File: config.mk
export PLATFORM = sky130hd
export DESIGN_NAME = mem_port_arbiter
export DESIGN_NICKNAME = d
export VERILOG_FILES = /design/src/rtl/mem_port_arbiter.sv
export SDC_FILE = /design/constraint.sdc
export NUM_CORES = 1
export LEC_CHECK = 0
export ABC_AREA = 1
export CAP_MARGIN = 20
export CORE_AREA = 2 2 106 108
export CTS_CLUSTER_DIAMETER = 150
export DETAILED_ROUTE_END_ITERATION = 10
export DIE_AREA = 0 0 108 110
export GPL_TIMING_DRIVEN = 0
export PLACE_DENSITY = 0.64
export SLEW_MARGIN = 10
export SYNTH_ARGS = -nofsm -noshare
export SYNTH_HDL_FRONTEND = slang
export SYNTH_SLANG_ARGS = --single-unit
File: constraint.sdc
create_clock -name clk -period 1.2 [get_ports clk]
set_clock_uncertainty 0.2 [all_clocks]
set_input_delay 0.12 -clock clk [delete_from_list [all_inputs] [get_ports clk]]
set_output_delay 0.12 -clock clk [all_outputs]
set_load 0.01 [all_outputs]
File: src/rtl/mem_port_arbiter.sv
// Shares one pipelined single-port memory between instruction fetch and load/store.
// Data has priority, fetch gets a bounded-starvation guarantee, read data returns one cycle after the grant.
module mem_port_arbiter #(
  parameter int STARVE_LIMIT = 4,
  parameter int ADDR_W       = 32,
  parameter int DATA_W       = 32
) (
  input  logic              clk,
  input  logic              reset_n,
  input  logic              f_req,
  input  logic [ADDR_W-1:0] f_addr,
  output logic              f_gnt,
  output logic              f_rvalid,
  output logic [DATA_W-1:0] f_rdata,
  output logic              f_stall,
  input  logic              d_req,
  input  logic              d_we,
  input  logic [ADDR_W-1:0] d_addr,
  input  logic [DATA_W-1:0] d_wdata,
  input  logic [1:0]        d_size,
  input  logic              d_rdun,
  output logic              d_gnt,
  output logic              d_rvalid,
  output logic [DATA_W-1:0] d_rdata,
  output logic              m_en,
  output logic              m_we,
  output logic [ADDR_W-1:0] m_addr,
  output logic [DATA_W-1:0] m_wdata,
  output logic [1:0]        m_size,
  output logic              m_rdun,
  input  logic [DATA_W-1:0] m_rdata
);

  localparam logic [1:0] IDLE   = 2'd0;
  localparam logic [1:0] RESP_F = 2'd1;
  localparam logic [1:0] RESP_D = 2'd2;

  localparam logic [1:0] SIZE_WORD = 2'b10;
  localparam logic [3:0] LIMIT     = 4'(STARVE_LIMIT);

  logic [1:0] state;
  logic [1:0] state_nxt;
  logic [3:0] starve_cnt;
  logic       data_first;

  assign data_first = d_req && (starve_cnt < LIMIT);

  // Grants are masked while reset is asserted so every output settles to its reset value without a clock.
  always_comb begin
    // NOTE: every always_comb assigns defaults first, so no path can infer a latch.
    f_gnt = 1'b0;
    d_gnt = 1'b0;
    if (reset_n) begin
      if (data_first)  d_gnt = 1'b1;
      else if (f_req)  f_gnt = 1'b1;
      else if (d_req)  d_gnt = 1'b1;
    end
  end

  assign f_stall = f_req & ~f_gnt;
  assign m_en    = f_gnt | d_gnt;

  always_comb begin
    m_we    = 1'b0;
    m_addr  = '0;
    m_wdata = '0;
    m_size  = 2'b00;
    m_rdun  = 1'b0;
    if (f_gnt) begin
      m_addr = f_addr;
      m_size = SIZE_WORD;
    end else if (d_gnt) begin
      m_we    = d_we;
      m_addr  = d_addr;
      m_wdata = d_wdata;
      m_size  = d_size;
      m_rdun  = d_rdun;
    end
  end

  // State names the owner of the read data arriving next cycle; stores complete at grant.
  always_comb begin
    state_nxt = IDLE;
    if (f_gnt)             state_nxt = RESP_F;
    else if (d_gnt && !d_we) state_nxt = RESP_D;
  end

  always_ff @(posedge clk or negedge reset_n) begin
    // NOTE: registered state uses non-blocking assignments only.
    if (!reset_n) begin
      state      <= IDLE;
      starve_cnt <= 4'd0;
    end else begin
      state <= state_nxt;
      if (f_req && !f_gnt) begin
        if (starve_cnt < LIMIT) starve_cnt <= starve_cnt + 4'd1;
      end else begin
        starve_cnt <= 4'd0;
      end
    end
  end

  always_comb begin
    f_rvalid = 1'b0;
    f_rdata  = '0;
    d_rvalid = 1'b0;
    d_rdata  = '0;
    if (state == RESP_F) begin
      f_rvalid = 1'b1;
      f_rdata  = m_rdata;
    end else if (state == RESP_D) begin
      d_rvalid = 1'b1;
      d_rdata  = m_rdata;
    end
  end

endmodule

==> impl_metrics.ini <==
[routing]
vias = 3094
vias_per_cell = 3.957
first_iter_violations = 53
drt_wl_total_mm = 10.23
ant_nets = 0
drcViolationCount = 0
wl_per_cell_um = 13.09
drt_first_pass_iters = 3

[floorplanning]
row_count = 38
dieArea_sq_um = 11880
initial_utilization_pct = 13.26
die_h_um = 110
ios = 274
dieWidth_um = 108
coreArea_sq_um = 10700

[clock_tree]
numClockSinks = 6
clk_path_buf_depth = 2
htree_levels = 1
cts_made_buffers = 3
worst_skew_pair.late_latency_ns = 0.22
cts_tree = yes
clk_pin_slew_ns = 0.04
root_buffer = clkbuf_8

[global_route]
overflow = 0
antenna_found_initial = 0
grt_pass1_wl_mm = 14.42
grt_max_degree = 11
grt_pass1_vias = 3082
track_usage_pct = 15.08

[worst_setup_path]
r2r-end = state[1]
cp-endpoint = m_wdata[31]
regToRegSetupSlack_ns = -0.52
r2r-start = starve_cnt[3]
crit_arrival_ns = 1.57
end_kind = primary output
reg2regPathDepth = 9
crit_type = reg2out
crit_fanout = 5
crit_start = starve_cnt[3]
required_ns = 0.88
worstSetupStartpointType = register

[logic_synthesis]
synth_edf_count = 0
synth-simple-area-share_pct = 56.61
syn-num-nets = 452
synth-xor-area-share_pct = 0
ys.warnings.count = 0
synth_top_flop_cell = dfrtp_1
ys_async_sr_fraction_pct = 100.0
syn-cell-area_sq_um = 1419
yosysMostFrequentCell = nor2_1
synth_common_cells = nor2_1 (104), nand2_1 (99), inv_1 (75)
synth_cells = 315
synthMuxAreaShare_pct = 0
avgSynthCellArea_sq_um = 4.504
synth_adder_area_share_pct = 0.8818
synth_top_area_share_pct = 27.51
ys_ff_latch = 6
synth_area_leaders = nor2_1 (28%), nand2_1 (26%), inv_1 (20%), dfrtp_1 (11%), buf_6 (4.8%)
synth_area_leader_cell = nor2_1
ys_types = 16
synth_top_family_by_area = simple AND/OR/NAND/NOR gates
synth_compound_area_share_pct = 4.409
seq_area_frac_synth_pct = 10.58

[cells_and_area]
seq_area_sq_um = 150.1
multiInputGateArea_sq_um = 1623
finalNetCount = 781
diodes = 0
instances_no_fill = 782
fillerInstances = 1029
area_delta_synth_final_pct = 310.9
drive_gt1_share_pct = 51.71

[pwr]
p_sw_share_pct = 36.31
pwr-share-seq_pct = 9.9
combPwrFrac_pct = 76.7
p_per_area_nw_per_um2 = 384.6
vdd_ir_drop_max_mv = 0.2246
leakage_nw = 2.877
cellInternalPower_mw = 1.428
clkPwrFrac_pct = 13.4
switching_power_mw = 0.8142

[timing]
fmax_ghz = 0.5286
period_needed_ns = 1.892
finalSetupViolCount = 142
rsz0062_at_grt = yes
finalCritPeriodShare_pct = 157.6
timing.hold.ws_ns = 0.08130
maxSlewViolCount = 0
slew_headroom_pct = 80.28
setup_slack_ns = -0.6917
tightest_slew_ns = 0.2948
hold_viol = 0

[flow_run]
drv_cap = 0

[place]
dp_cells = 728
place.gp.congestion = 0.7455
io_buffers = 273
dp_hpwl_mm = 7.688

[outcome]
violations = setup timing
status = finished with violations

[worst_hold_path]
hp-start = reset_n
hold_class = in2reg
worst min-delay path by stage:
stage	endpoint	slack [ns]	depth (start not counted)
3_3_place_gp	state[0]	0.25	1
6_report	starve_cnt[1]	0.08	4
2_1_floorplan	starve_cnt[0]	-0.38	0
4_1_cts	starve_cnt[1]	0.08	4
3_5_place_dp	state[0]	0.26	1
5_1_grt	starve_cnt[0]	0.14	4
registers in the layout (all words and copies together), names as in the netlist:
signal	count
state	2
starve_cnt	4
kinds of logic after synthesis:
| logic type | after synthesis |
|---|---|
| simple gates | 210 |
| buf+inv | 91 |
| compound gates | 7 |
| flops | 6 |
| fa+ha+maj | 1 |
through the flow:
| stage | TNS (ns) | util (%) | cell area (sq um) | setup slack [ns] | power [mW] |
|---|---|---|---|---|---|
| floorplan | -13.31 | - | 2046 | -0.2156 | 0.7866 |
| global placement | -137.68 | 46.30 | 4954 | -1.475 | 1.657 |
| detailed placement | -139.17 | 46.30 | 4954 | -1.485 | 1.672 |
| CTS | -70.49 | 50.85 | 5440 | -0.6389 | 2.112 |
| global route | -84.35 | 54.50 | 5831 | -0.7962 | 2.385 |
| finish | -75.63 | 54.50 | 5831 | -0.6917 | 2.242 |
critical path, stage by stage (launching register included):
cell	delay, ns
dfrtp_1	0.39
inv_2	0.10
nand2_4	0.06
a21oi_4	0.17
buf_12	0.17
buf_12	0.10
clkinvlp_4	0.11
nor2_1	0.11
buf_2	0.14
power by group through the flow:
stage | sequential [mW] | combinational [mW] | clock (mW)
4_1_cts | 0.220 | 1.58 | 0.311
3_5_place_dp | 0.222 | 1.45 | 0
2_1_floorplan | 0.221 | 0.566 | 0
3_3_place_gp | 0.222 | 1.43 | 0
6_report | 0.222 | 1.72 | 0.301
5_1_grt | 0.223 | 1.83 | 0.331
metal layers:
layer	share of wire (%)	global-route usage (%)	vias up
met5	0	0	-
met4	0.76	1.832	0
met3	11	5.291	8
met2	58	31.94	168
met1	31	14.00	1392
li1	-	-	1526
cell usage in the layout, fill, tap and decap left out, types with 2 or more instances in the layout:
cell type	n
clkdlybuf4s15_2	2
o21ai_1	2
nor2_4	85
buf_2	46
buf_12	12
nand2_1	89
nor2_1	4
buf_4	19
dlygate4sd3_1	2
nand2_8	2
buf_8	7
buf_16	3
dfrtp_1	6
nand2_2	13
buf_6	105
nor2_2	15
clkinv_4	2
inv_1	70
clkbuf_16	6
a21oi_4	2
inv_2	3
clkdlybuf4s50_1	132
clkbuf_8	3
clkbuf_2	3
cell type report:
| cell class | count | area share (%) |
|---|---|---|
| Timing Repair inverter | 1 | 0.1288 |
| Buffer | 14 | 4.464 |
| Clock buffer | 3 | 0.7082 |
| Tap cell | 140 | 3.004 |
| Multi-Input combinational cell | 219 | 27.83 |
| Timing Repair Buffer | 323 | 55.77 |
| Sequential cell | 6 | 2.575 |
| Inverter | 76 | 5.515 |
repair_timing:
action	CTS	global route
buffers inserted	23	15
hold endpoints to repair	6	0
gates resized for setup	602	169
hold buffers	2	0
pin swaps	7	10
gates cloned	13	4
setup endpoints to repair	143	143
Note: power is estimated with default switching activity, not from simulation.
